$ cat src/rtl/pipeline_ctrl_pkg.sv
`default_nettype none
// ============================================================================
// Module      : pipeline_ctrl_pkg
// Description : Shared constants, state encoding and the stall-priority helper
//               for the pipeline stall/flush sequencer.
// Contents    : STOP/NO_STOP stage-hold levels, RST_ENABLE, ZERO_WORD,
//               EXC_ERET exception code, ctrl_state_e (CTRL_IDLE/CTRL_FLUSH),
//               stall_vector() request-to-vector mapping.
// Revision    : 1.0 - initial release
// ============================================================================
package pipeline_ctrl_pkg;

  localparam logic        STOP       = 1'b1;
  localparam logic        NO_STOP    = 1'b0;
  localparam logic        RST_ENABLE = 1'b1;
  localparam logic [31:0] ZERO_WORD  = 32'h0000_0000;
  localparam logic [31:0] EXC_ERET   = 32'h0000_000e;

  typedef enum logic [0:0] {
    CTRL_IDLE  = 1'b0,
    CTRL_FLUSH = 1'b1
  } ctrl_state_e;

  // A request from a later stage must also hold every earlier stage, so the
  // deepest requester decides how far the hold reaches (mem > ex > id).
  function automatic logic [5:0] stall_vector(input logic req_id,
                                              input logic req_ex,
                                              input logic req_mem);
    if (req_mem)     return {NO_STOP, {5{STOP}}};
    else if (req_ex) return {{2{NO_STOP}}, {4{STOP}}};
    else if (req_id) return {{3{NO_STOP}}, {3{STOP}}};
    else             return {6{NO_STOP}};
  endfunction

endpackage
`default_nettype wire

$ cat src/rtl/ctrl_perf_cnt.sv
`default_nettype none
// ============================================================================
// Module      : ctrl_perf_cnt
// Description : 32-bit event counter with enable; wraps modulo 2^32.
// Ports       : clk   in  1   clock
//               rst   in  1   synchronous reset, active-high
//               en    in  1   count this cycle
//               count out 32  current count
// Revision    : 1.0 - initial release
// ============================================================================
module ctrl_perf_cnt
  import pipeline_ctrl_pkg::*;
(
  input  logic        clk,
  input  logic        rst,
  input  logic        en,
  output logic [31:0] count
);

  logic [31:0] r_count;

  always_ff @(posedge clk) begin
    if (rst == RST_ENABLE) begin
      r_count <= ZERO_WORD;
    end else if (en) begin
      r_count <= r_count + 32'd1;
    end
  end

  assign count = r_count;

endmodule
`default_nettype wire

$ cat src/rtl/pipeline_ctrl.sv
`default_nettype none
// ============================================================================
// Module      : pipeline_ctrl
// Description : Stall/flush sequencer for the 6-stage pipeline
//               (pc, if, id, ex, mem, wb). Merges stall requests, drives the
//               per-stage hold vector, runs a multi-cycle flush on exceptions
//               with PC redirect, and watches for a hung data bus.
// Config      : CTRL_PERF_CNT_EN - when defined, stall_cnt/flush_cnt are real
//               counters; otherwise both ports read zero.
// Ports       : clk, rst (sync, active-high)
//               stallreq_from_id/ex/mem  in   stage hold requests
//               excepttype_i             in   mem-stage exception code, 0=none
//               cp0_epc_i                in   EPC for eret
//               stall[5:0]               out  [0]=pc .. [5]=wb hold
//               flush                    out  clear all pipeline registers
//               new_pc[31:0]             out  redirect target while flush=1
//               bus_timeout              out  one-cycle watchdog pulse
//               stall_cnt, flush_cnt     out  performance counters
// Revision    : 1.0 - initial release
// ============================================================================
module pipeline_ctrl
  import pipeline_ctrl_pkg::*;
#(
  parameter logic [31:0] EXC_VECTOR   = 32'h0000_0020,
  parameter int          FLUSH_CYCLES = 1,
  parameter int          TIMEOUT      = 255
) (
  input  logic        clk,
  input  logic        rst,
  input  logic        stallreq_from_id,
  input  logic        stallreq_from_ex,
  input  logic        stallreq_from_mem,
  input  logic [31:0] excepttype_i,
  input  logic [31:0] cp0_epc_i,
  output logic [5:0]  stall,
  output logic        flush,
  output logic [31:0] new_pc,
  output logic        bus_timeout,
  output logic [31:0] stall_cnt,
  output logic [31:0] flush_cnt
);

  localparam int FCNT_W = $clog2(FLUSH_CYCLES + 1);
  localparam int WDOG_W = ($clog2(TIMEOUT + 1) > 8) ? $clog2(TIMEOUT + 1) : 8;

  ctrl_state_e       r_state, w_state_next;
  logic [FCNT_W-1:0] r_fcnt, w_fcnt_next;
  logic [31:0]       r_new_pc, w_new_pc_next;
  logic [WDOG_W-1:0] r_wdog, w_wdog_next, w_wdog_inc;
  logic [31:0]       w_exc_target;

  always_ff @(posedge clk) begin
    if (rst == RST_ENABLE) begin
      r_state  <= CTRL_IDLE;
      r_fcnt   <= '0;
      r_new_pc <= ZERO_WORD;
      r_wdog   <= '0;
    end else begin
      r_state  <= w_state_next;
      r_fcnt   <= w_fcnt_next;
      r_new_pc <= w_new_pc_next;
      r_wdog   <= w_wdog_next;
    end
  end

  always_comb begin
    w_state_next  = r_state;
    w_fcnt_next   = r_fcnt;
    w_new_pc_next = r_new_pc;
    w_wdog_next   = r_wdog;
    w_wdog_inc    = r_wdog + 1'b1;
    w_exc_target  = (excepttype_i == EXC_ERET) ? cp0_epc_i : EXC_VECTOR;
    stall         = '0;
    flush         = 1'b0;
    new_pc        = r_new_pc;
    bus_timeout   = 1'b0;

    // Outputs are held quiet in the reset cycle so nothing downstream sees a
    // flush or hold triggered by stale inputs while the core is resetting.
    if (rst != RST_ENABLE) begin
      case (r_state)
        CTRL_IDLE: begin
          if (excepttype_i != ZERO_WORD) begin
            // Exception wins over any stall request; redirect is visible in
            // the same cycle and captured for the remaining flush cycles.
            flush         = 1'b1;
            new_pc        = w_exc_target;
            w_new_pc_next = w_exc_target;
            w_wdog_next   = '0;
            if (FLUSH_CYCLES > 1) begin
              w_state_next = CTRL_FLUSH;
              w_fcnt_next  = FCNT_W'(FLUSH_CYCLES - 1);
            end
          end else begin
            stall = stall_vector(stallreq_from_id, stallreq_from_ex,
                                 stallreq_from_mem);
            if (stallreq_from_mem) begin
              // Pulse on the cycle the run length hits TIMEOUT and restart,
              // so a bus that stays stuck keeps pulsing every TIMEOUT cycles.
              if (w_wdog_inc == WDOG_W'(TIMEOUT)) begin
                bus_timeout = 1'b1;
                w_wdog_next = '0;
              end else begin
                w_wdog_next = w_wdog_inc;
              end
            end else begin
              w_wdog_next = '0;
            end
          end
        end
        CTRL_FLUSH: begin
          // All requests and further exceptions are ignored while flushing.
          flush       = 1'b1;
          w_wdog_next = '0;
          w_fcnt_next = r_fcnt - 1'b1;
          if (r_fcnt == FCNT_W'(1)) begin
            w_state_next = CTRL_IDLE;
          end
        end
        default: begin
          w_state_next = CTRL_IDLE;
        end
      endcase
    end
  end

`ifdef CTRL_PERF_CNT_EN
  ctrl_perf_cnt u_stall_cnt (
    .clk   (clk),
    .rst   (rst),
    .en    (stall != 6'b000000),
    .count (stall_cnt)
  );

  // Count exception entries only, not every cycle that flush is high.
  ctrl_perf_cnt u_flush_cnt (
    .clk   (clk),
    .rst   (rst),
    .en    (flush && (r_state == CTRL_IDLE)),
    .count (flush_cnt)
  );
`else
  assign stall_cnt = ZERO_WORD;
  assign flush_cnt = ZERO_WORD;
`endif

endmodule
`default_nettype wire

$ cat config.mk
export PLATFORM = sky130hd
export DESIGN_NAME = pipeline_ctrl
export DESIGN_NICKNAME = d
export VERILOG_FILES = /design/src/rtl/pipeline_ctrl_pkg.sv /design/src/rtl/ctrl_perf_cnt.sv /design/src/rtl/pipeline_ctrl.sv
export SDC_FILE = /design/constraint.sdc
export NUM_CORES = 1
export LEC_CHECK = 0
export ABC_AREA = 1
export BUFFER_PORTS_ARGS = -buffer_cell sky130_fd_sc_hd__buf_2
export CORE_MARGIN = 3
export CORE_UTILIZATION = 35
export DETAILED_ROUTE_END_ITERATION = 8
export PLACE_DENSITY = 0.68
export SETUP_SLACK_MARGIN = 0.05
export SYNTH_ARGS = -nofsm -noshare
export SYNTH_HDL_FRONTEND = slang
export SYNTH_HIERARCHICAL = 1
export SYNTH_SLANG_ARGS = --single-unit
$ cat constraint.sdc
create_clock -name clk -period 1.8 [get_ports clk]
set_input_delay 0.18 -clock clk [delete_from_list [all_inputs] [get_ports clk]]
set_output_delay 0.18 -clock clk [all_outputs]
set_load 0.01 [all_outputs]
; After elaboration in Yosys (flattened, before gate mapping)
; Cells that the tools add are included.
[totals]
ff_bits = 42
mem_bits_rw = 0
wordCells = 34
latch_bits = 0
n_memories = 0
mem_bits_ro = 0
output_inout_bits = 104
[op_classes]
reduce_logical = 2
add_sub_neg = 2
n_lt_le_gt_ge = 0
n_eq_ne = 2
div_mod_pow = 0
bitwise = 1
mux = 23
n_mul = 0
shift = 0
[op_table]
columns = op, count
row1 = two-way mux 32 bit, 4
row2 = "== test 32 x 4 -> 1 bit, second input constant", 1
row3 = nonzero test 32 bit, 1
row4 = two-way mux 8 bit, 3
row5 = two-way mux 5 bit, 4
row6 = one-hot mux 8 bit (2 select lines), 1
row7 = "adder 8 x 1 -> 8 bit, second input constant", 1
row8 = "== test 8 bit, second input constant", 1
row9 = two-way mux 1 bit, 8
row10 = two-way mux 4 bit, 1
row11 = two-way mux 3 bit, 1
row12 = one-hot mux 1 bit (2 select lines), 1
row13 = OR reduction 2 bit, 1
row14 = NOT 1 bit, 1
row15 = "subtractor 1 bit, second input constant", 1

; Longest topological paths before layout
; Gate-level depths: netlist of the first run.
[logic_depth]
depth_word = 7
mapped_depth = 10
mapped_depth_nobuf = 10

; Worst setup path before layout of the first run
; OpenSTA, ideal clock, no wires.
[synth_timing]
path_type = input -> output
start = in excepttype_i[19]
end = out stall[1]
n_path_buf = 1
path_slack_ns = 0.293
t_arrival_ns = 1.327
path_stages = 8
path_cell_list = nor2_1 -> nand2_1 -> nor2_2 -> nand2_4 -> nor2_8 -> nand3_1 -> a31oi_1 -> buf_4
[synth_between]
elab_chain_len = 4
[synth_lines]
columns = element, line_no
row1 = from (decl), pipeline_ctrl.sv:33  ; input logic [31:0] excepttype_i,
row2 = nonzero test 32 bit, pipeline_ctrl.sv:83  ; if (excepttype_i != ZERO_WORD) begin
row3 = two-way mux 5 bit, pipeline_ctrl.sv:83
row4 = two-way mux 5 bit, pipeline_ctrl.sv:81  ; case (r_state)
row5 = two-way mux 5 bit, pipeline_ctrl.sv:80  ; if (rst != RST_ENABLE) begin
row6 = to (decl), pipeline_ctrl.sv:35  ; output logic [5:0] stall,
; No other way between the ends.

; Worst setup path in the final report of the first run
[layout_timing]
start = in excepttype_i[5]
end = out new_pc[23]
[layout_between]
elab_chain_len = 5
elab_cells_between_ends = 6
classes_between = 1 x eq/ne / 4 x mux / 1 x reduce/logical
[layout_lines]
columns = element, line_no
row1 = == test 32 x 4 -> 1 bit, pipeline_ctrl.sv:72  ; w_exc_target = (excepttype_i == EXC_ERET) ? cp0_epc_i : EXC_VECTOR;
row2 = two-way mux 32 bit, pipeline_ctrl.sv:72
row3 = two-way mux 32 bit (*) (2 in series), -
row4 = two-way mux 32 bit (*), pipeline_ctrl.sv:80
row5 = to (decl), pipeline_ctrl.sv:37  ; output logic [31:0] new_pc,
; Mark *: on every way between the ends. The rest lies on a longest branch, timed or not.

==> results of run 1 <==
[cell families (layout without fill, tap and decap cells)]
logic type	after synthesis	after routing	share of synthesized area (%)
AND/OR/NAND/NOR	275	276	44.0
buffers and inverters	172	244	28.7
flip-flops	42	42	24.8
AO/OA/AOI/OAI	6	6	1.25
adder cells (fa/ha/maj)	2	2	0.737
XOR/XNOR	2	2	0.516
other	1	65	0.110
[cell type report]
class	count	area, um2	share of cell area [%]
clock buffers	5	68.8	1.36
well taps	129	161	3.18
inverters	86	334	6.59
flip-flops and latches	42	855	16.9
multi-input cells	351	2300	45.4
repair buffers	150	1300	25.7
clock inverters	3	48.8	0.963
[worst min path at each step]
stage | start | endpoint | slack, ns | depth (start not counted)
3_3_place_gp | r_fcnt | r_fcnt | 0.45 | 2
5_1_grt | cp0_epc_i[5] | r_new_pc[5] | 0.23 | 5
2_1_floorplan | cp0_epc_i[5] | r_new_pc[5] | 0.39 | 4
4_1_cts | cp0_epc_i[5] | r_new_pc[5] | 0.21 | 5
3_5_place_dp | r_fcnt | r_fcnt | 0.47 | 2
6_report | cp0_epc_i[5] | r_new_pc[5] | 0.20 | 5
[power breakdown]
| part | switching (mW) | internal, mW |
|---|---|---|
| clock | 0.381 | 0.423 |
| combinational | 0.156 | 0.0937 |
| sequential | 0.000612 | 0.925 |
[stage by stage]
step	utilization (%)	setup TNS, ns	instances	hold WS, ns
2_1_floorplan	-	0	564	0.389
3_3_place_gp	40.9	-5.88	727	0.447
3_5_place_dp	40.9	-7.82	727	0.469
4_1_cts	44.3	0	746	0.208
5_1_grt	54.3	-1.05	766	0.229
6_report	54.3	0	766	0.195
[synthesized netlist by cell type]
library cell / n / area, um2
xor2_1: 2 / 17.5
nand3_1: 38 / 190
clkinv_1: 1 / 3.75
nand2_2: 55 / 344
o21ai_0: 1 / 5.00
nand2_4: 1 / 11.3
inv_2: 1 / 3.75
nor2_8: 1 / 20.0
dfxtp_1: 42 / 841
or2_2: 1 / 6.26
buf_4: 72 / 541
buf_2: 4 / 20.0
nand2_1: 106 / 398
buf_6: 7 / 78.8
a31oi_1: 1 / 6.26
nor2_2: 3 / 18.8
inv_1: 84 / 315
o21ai_4: 1 / 16.3
a21oi_1: 3 / 15.0
nor2_4: 2 / 22.5
conb_1: 1 / 3.75
clkbuf_1: 3 / 11.3
nand4_4: 1 / 21.3
nor2_1: 26 / 97.6
nand3_2: 31 / 310
nor3_1: 9 / 45.0
nand3b_1: 1 / 7.51
ha_1: 2 / 25.0
[registers in the layout, indices dropped and copies added (netlist names)]
signal	count
r_fcnt	1
r_new_pc	32
r_state	1
r_wdog	8
[layer usage]
metal	wire, um	vias to the layer above
li1	-	1640
met1	3800	1521
met2	5330	112
met3	514	7
met4	58	0
met5	0	-
[timing repair]
| item | in CTS | in global routing |
|---|---|---|
| setup buffers | 10 | 14 |
| setup endpoints to repair | 33 | 36 |
| cloned | 1 | 6 |
| pin swaps | 7 | 77 |
| resized for setup | 21 | 150 |
| hold buffers | 0 | 0 |
[critical path: cells and delay by family]
family                 cells  cell delay [ns]
buffers and inverters      5             0.69
AO/OA/AOI/OAI              1             0.20
AND/OR/NAND/NOR            7             0.55
==> results.toml, run 1 <==
[setup_path]
cp-endpoint = "new_pc[23]"
worstSetupStartpointType = "primary input"
setup.worst_path.class = "in2out"
reg2reg_depth = 9
critPathArrivalTime_ns = 1.61
r2r_slack_ns = 0.14
cp.required_ns = 1.62
reg2reg_from = "r_wdog[1]"
critPathMaxStageDelay_ns = 0.20
startpoint = "excepttype_i[5]"
r2r_end = "r_wdog[1]"
crit_path_cell_trace = "buf_2 -> nor2_2 -> nand2_1 -> nor2_2 -> nand2_2 -> buf_6 -> o21ai_4 -> buf_12 -> clkbuf_16 -> nand2_4 -> nand3_2 -> nand2_2 -> buf_6"
cpMaxStageDelayCell = "o21ai_4"
path_max_fanout = 8
cp-end-kind = "output port"

[status]
status = "finished, final reports clean"

[cts]
htree_levels = 2
clk_pin_slew_ns = 0.10
cts.sinks = 42
clk_path_buf_depth = 2
clock_latency_ns = 0.30
numCtsBuffers = 5
cts_tree = "done"
cts_root_buf = "clkbuf_8"

[drt]
via_count = 3280
wl_um = 9700
drc = 0
drtIter0Drc = 98
via_per_inst = 4.28
firstDrtPassIters = 5
wl_per_cell_um = 12.7
antenna_left = 0

[layout]
diodes = 0
drive_gt1_share_pct = 50.9
nets = 707
n_fill_cell = 902
final_cell_mix = "inv_1 (80), nand2_1 (76), buf_2 (71)"
fin_area_um2 = 5070
final_common_cell = "inv_1"
syn_to_final_growth_pct = 49.3

[grt]
antenna_found_initial = 0
met2_usage_pct = 27.1
grt_max_degree = 36
grt_pass1_wl_um = 13300
grt_util_met1_pct = 17.7
gr-usage-met3_pct = 2.42
top_usage_layer = "met2"
grt_usage_pct = 14.6
grt-ovfl-total = 0
grt_pass1_vias = 2924

[placed_design]
gp_congestion = 0.740
io_buffers = 107
pre_cts_ws_ns = -0.318
place_area_um2 = 3820
dpl.hpwl_um = 6220

[power]
p_total_mw = 1.98
powerDensity_nw_per_um2 = 390
vdd_drop_max_mv = 0.442
leakagePower_nw = 2.59

[floorplanning]
core_um2 = 9330
ios = 173
die_w_um = 105
initial_core_util_pct = 36.4
row_count = 35
die_area_um2 = 10900
fp.dieH_um = 105

[sta]
maxSlewViolCount = 0
finalCritPeriodShare_pct = 99.6
setup_viol = 0
min_period_ns = 1.79
finalHoldViolations = 0
max_freq_mhz = 558
worst_slack_ns = 0.00741
finClkSkew_ns = 0.0103
rsz0062_at_grt = "yes"

[synth]
ys_seq_elements = 42
post_synth.cell_area_avg_um2 = 6.79
synth_cells = 500
synth.distinct_cells = 28
synth_warnings = 6
netlist_area_um2 = 3400
synth-seq-area-share_pct = 24.8

[run]
max-cap-violations = 0

[hold_path]
hold_class = "in2reg"
Power figures use the tool's default switching activity.
==> run 2: changes to the inputs <==
Settings changed: CTS_BUF_LIST set to sky130_fd_sc_hd__clkbuf_16.
==> run 2 against run 1 <==
Compared with the run above:
- power increased by 14%
- largest cell class unchanged
- register-to-register slack improved by 0.03 ns
- final cell count decreased by 0.65%
- clock power increased by 33%
- final area decreased by 0.81%
- via count decreased by 0.95%
==> results.toml, run 2 (same netlist as run 1, synthesis figures left out) <==
[setup_path]
path_depth = 13
cp_num_buf_inv = 5
setup.worst_path.class = "in2out"
crit_path_cell_trace = "buf_2 -> nor2_2 -> nand2_1 -> nor2_2 -> nand2_2 -> buf_6 -> o21ai_4 -> buf_12 -> clkbuf_16 -> nand2_2 -> nand3_2 -> nand2_2 -> buf_6"
reg2reg_depth = 9
critPathMaxStageDelay_ns = 0.20
startpoint = "excepttype_i[5]"
critPathArrivalTime_ns = 1.61
path_max_fanout = 8
crit_family = "buffers and inverters"
cp.required_ns = 1.62
r2r_end = "r_wdog[7]"
r2r_slack_ns = 0.17
reg2reg_from = "r_wdog[1]"
cp-end-kind = "output port"
cp-endpoint = "new_pc[24]"
worstSetupStartpointType = "primary input"
worst_path_most_repeated_cell = "nand2_2"
cpMaxStageDelayCell = "o21ai_4"

[layout]
top_regs = "r_new_pc (32), r_wdog (8)"
final_cell_mix = "inv_1 (80), nand2_1 (76), buf_2 (70)"
largest_reg_flops = 32
fin_util_pct = 53.9
final_common_cell = "inv_1"
fin_area_um2 = 5030
diodes = 0
syn_to_final_growth_pct = 48.0
max_flop_register = "r_new_pc"
nets = 702
n_fill_cell = 909
layout.cells.non_filler = 761
drive_gt1_share_pct = 50.3

[drt]
wl_per_cell_um = 12.7
drc = 0
wl_um = 9670
via_count = 3249
firstDrtPassIters = 4
antenna_left = 0
drtIter0Drc = 120
via_per_inst = 4.27

[floorplanning]
die_area_um2 = 10900
ios = 173
core_um2 = 9330
fp.dieH_um = 105
die_w_um = 105
initial_core_util_pct = 36.4
row_count = 35

[sta]
finClkSkew_ns = 0.00818
finalCritPeriodShare_pct = 99.4
hold_slack_ns = 0.238
fin_setup_tns_ns = 0
maxSlewViolCount = 0
rsz0062_at_grt = "yes"
setup_viol = 0
max_freq_mhz = 559
finalHoldViolations = 0
min_period_ns = 1.79

[grt]
grt_pass1_vias = 2891
grt_usage_pct = 14.5
grt-ovfl-total = 0
antenna_found_initial = 0
grt_max_degree = 36
grt_pass1_wl_um = 13200

[cts]
cts_tree = "done"
cts.sinks = 42
clk_pin_slew_ns = 0.07
htree_levels = 2
numCtsBuffers = 5
clock_latency_ns = 0.28
clk_path_buf_depth = 2
cts_root_buf = "clkbuf_16"

[placed_design]
dpl.hpwl_um = 6220
io_buffers = 107
place_area_um2 = 3820
gp_congestion = 0.740
placed_cells = 727

[hold_path]
hold_class = "in2reg"
min_from = "cp0_epc_i[5]"

[status]
status = "finished, final reports clean"

[power]
vdd_drop_max_mv = 0.377
powerDensity_nw_per_um2 = 448
leakagePower_nw = 2.57

[run]
max-cap-violations = 0
==> run 2: layer usage <==
layer	global-route usage [%]	up-vias	routed length (um)
met5	0	-	0
met4	2.75	0	52
met3	2.42	7	509
met2	26.9	109	5270
met1	17.6	1508	3840
li1	-	1625	-
==> run 2: layout make-up <==
type	instances	area (um2)	area share [%]
sequential	42	852	16.9
multi-input combinational	351	2280	45.3
clock inverter	3	48.8	0.971
clock buffer	5	125	2.49
inverter	86	334	6.65
tap	129	161	3.21
timing repair buffer	145	1230	24.4
==> run 2: worst min path at each step <==
stage                  end  slack [ns]  cells after the start
6_report       r_new_pc[5]        0.24                      5
5_1_grt        r_new_pc[5]        0.27                      5
4_1_cts        r_new_pc[5]        0.23                      5
3_5_place_dp        r_fcnt        0.47                      2
3_3_place_gp        r_fcnt        0.45                      2
2_1_floorplan  r_new_pc[5]        0.39                      4
==> run 2: where the power goes <==
part           internal, mW  switching, mW  leakage [nW]
Sequential            0.927       0.000612         0.342
Clock                 0.665          0.408        0.0819
Combinational        0.0929          0.157          2.15
Total                  1.68          0.566          2.57
==> run 2: worst min-delay path, cell delays in order <==
cell,delay [ns]
buf_2,0.11
nor2_4,0.04
nand2_4,0.05
nand3_2,0.06
inv_1,0.05
==> run 2: through the flow <==
stage	total power [mW]	setup slack [ns]
global placement	1.15	-0.259
detailed placement	1.15	-0.318
finish	2.25	0.0114
CTS	2.23	0.0174
global route	2.33	-0.104
floorplan	1.17	0.293
==> run 2: timing repair <==
item,in CTS,in global routing
resized for setup,20,147
hold buffers,0,0
setup buffers,6,14
pin swaps,6,74
endpoints found under the setup margin,33,36
gates cloned,1,5
==> run 3: changes to the inputs <==
==> constraint.sdc (replaced) <==
create_clock -name clk -period 1.8 [get_ports clk]
set_input_delay 0.27 -clock clk [delete_from_list [all_inputs] [get_ports clk]]
set_output_delay 0.27 -clock clk [all_outputs]
set_load 0.01 [all_outputs]
==> run 3 against run 2 <==
Compared with the run above:
- first-iteration DRC count down 14%
- via count rose by 2.9%
- core utilization increased by 0.081 points
- routed wire length shrank 3.2%
- power down 0.77%
- final area is 0.15% higher
- clock-buffer cell count is the same
- non-clock buffer count up 24
- the flow now finishes with violations (negative setup slack)
- critical path type unchanged
- register-to-register slack got worse by 0.17 ns
- maximum frequency shrank 9.2%
==> results.toml, run 3 (same netlist as run 1, synthesis figures left out) <==
[status]
status = "finished with violations"
violations = "negative setup slack"

[drt]
wl_um = 9360
drtIter0Drc = 103
wl_per_cell_um = 11.9
antenna_left = 0
via_count = 3344
firstDrtPassIters = 4
drc = 0
via_per_inst = 4.26

[cts]
clock_latency_ns = 0.29
cts_root_buf = "clkbuf_16"
clk_pin_slew_ns = 0.07
cts.sinks = 42
clk_path_buf_depth = 2
cts_tree = "done"
htree_levels = 2
numCtsBuffers = 5
cts_hold_buffers = 0

[layout]
fin_util_pct = 54.0
syn_to_final_growth_pct = 48.3
drive_gt1_share_pct = 51.4
final_cell_mix = "inv_1 (81), nand2_1 (79), nand2_2 (71)"
diodes = 0
nets = 726
max_flop_register = "r_new_pc"
fin_area_um2 = 5030
final_common_cell = "inv_1"
top_regs = "r_new_pc (32), r_wdog (8)"
largest_reg_flops = 32

[floorplanning]
core_um2 = 9330
fp.dieH_um = 105
initial_core_util_pct = 36.4
die_w_um = 105
die_area_um2 = 10900
row_count = 35
ios = 173

[grt]
grt_usage_pct = 15.6
grt_max_degree = 36
antenna_found_initial = 0
grt-ovfl-total = 0
grt_pass1_wl_um = 14100
grt_pass1_vias = 3067

[placed_design]
dpl.hpwl_um = 6300
place_area_um2 = 3890
io_buffers = 107
gp_congestion = 0.734

[sta]
rsz0062_at_grt = "yes"
worst_slack_ns = -0.170
finClkSkew_ns = 0.00780
setup_viol = 37
max_freq_mhz = 508
min_period_ns = 1.97
maxSlewViolCount = 0
finalCritPeriodShare_pct = 109
finalHoldViolations = 0

[setup_path]
worst_path_most_repeated_cell = "buf_6"
critPathArrivalTime_ns = 1.70
path_max_fanout = 8
reg2reg_depth = 12
critPathMaxStageDelay_ns = 0.16
cpMaxStageDelayCell = "o21ai_4"
r2r_slack_ns = 0
r2r_end = "r_new_pc[16]"
reg2reg_from = "r_state"
cp.required_ns = 1.53
cp_num_buf_inv = 5
cp-end-kind = "output port"
crit_path_cell_trace = "buf_6 -> nor2_2 -> nand2_1 -> nor2_1 -> nand2_2 -> buf_6 -> o21ai_4 -> buf_6 -> buf_12 -> nand2_2 -> nand3_2 -> nand2_2 -> buf_6"
crit_family = "buffers and inverters"
setup.worst_path.class = "in2out"
worstSetupStartpointType = "primary input"

[hold_path]
whs_endpoint = "r_new_pc[26]"
min_from = "cp0_epc_i[26]"
hold_class = "in2reg"
whs_path_depth = 5

[power]
vdd_drop_max_mv = 0.455
leakagePower_nw = 2.69
powerDensity_nw_per_um2 = 443

[run]
max-cap-violations = 0
-- run 3: changes by cell type in the layout (fill, tap and decap cells not counted), moves of 2 or more --
cell	before	now
nor2_1	9	11
clkbuf_16	9	7
nand2_1	76	79
nand3_4	14	1
buf_12	6	8
nand3_2	22	36
nand2_4	25	12
nand2_2	61	71
nor2_4	10	7
buf_4	20	44
-- run 3: repair_timing --
action / in CTS / in global routing
gates cloned: 2 / 2
buffers inserted: 21 / 17
endpoints found under the setup margin: 36 / 39
pin swaps: 17 / 26
resized for setup: 61 / 71
-- run 3: worst max path at each step --
| stage | from | endpoint | depth (start not counted) |
|---|---|---|---|
| finish | excepttype_i[7] | new_pc[3] | 13 |
| global route | excepttype_i[7] | new_pc[3] | 13 |
| CTS | excepttype_i[7] | new_pc[31] | 13 |
| detailed placement | excepttype_i[7] | new_pc[5] | 11 |
| global placement | excepttype_i[15] | new_pc[5] | 11 |
| floorplan | excepttype_i[19] | stall[1] | 8 |
-- run 3: through the flow --
step	instances	total power, mW	setup TNS [ns]	worst slack, ns	hold slack, ns
2_1_floorplan	564	1.17	0	0.113	0.441
4_1_cts	766	2.25	-3.54	-0.136	0.343
6_report	785	2.23	-4.98	-0.170	0.349
3_5_place_dp	735	1.16	-16.60	-0.495	0.473
3_3_place_gp	735	1.15	-14.49	-0.443	0.447
5_1_grt	785	2.33	-8.00	-0.253	0.371
-- run 3: power breakdown --
| part | total (mW) | switching (mW) | internal, mW | leakage (nW) |
|---|---|---|---|---|
| combinational | 0.240 | 0.150 | 0.0897 | 2.27 |
| sequential | 0.927 | 0.000498 | 0.927 | 0.342 |
| clock | 1.07 | 0.401 | 0.664 | 0.0819 |
| total | 2.23 | 0.552 | 1.68 | 2.69 |
-- run 3: final cells by class --
cell class | count | area, um2
inverter | 86 | 329
timing repair buffer | 169 | 1420
clock buffer | 5 | 125
fill | 893 | 4290
sequential | 42 | 852
clock inverter | 3 | 48.8
tap | 129 | 161
multi-input combinational | 351 | 2100
-- run 3: tightest hold or removal path, stage by stage --
cell	delay, ns
buf_2	0.09
nand3_1	0.08
nand2_2	0.05
nand3_2	0.06
inv_1	0.04
-- run 3: metal layers --
| layer | vias to the layer above | GRT usage [%] | routed length, um |
|---|---|---|---|
| met5 | - | 0 | 0 |
| met4 | 0 | 2.94 | 56 |
| met3 | 6 | 3.10 | 461 |
| met2 | 104 | 28.3 | 4950 |
| met1 | 1561 | 19.1 | 3890 |
| li1 | 1673 | - | - |
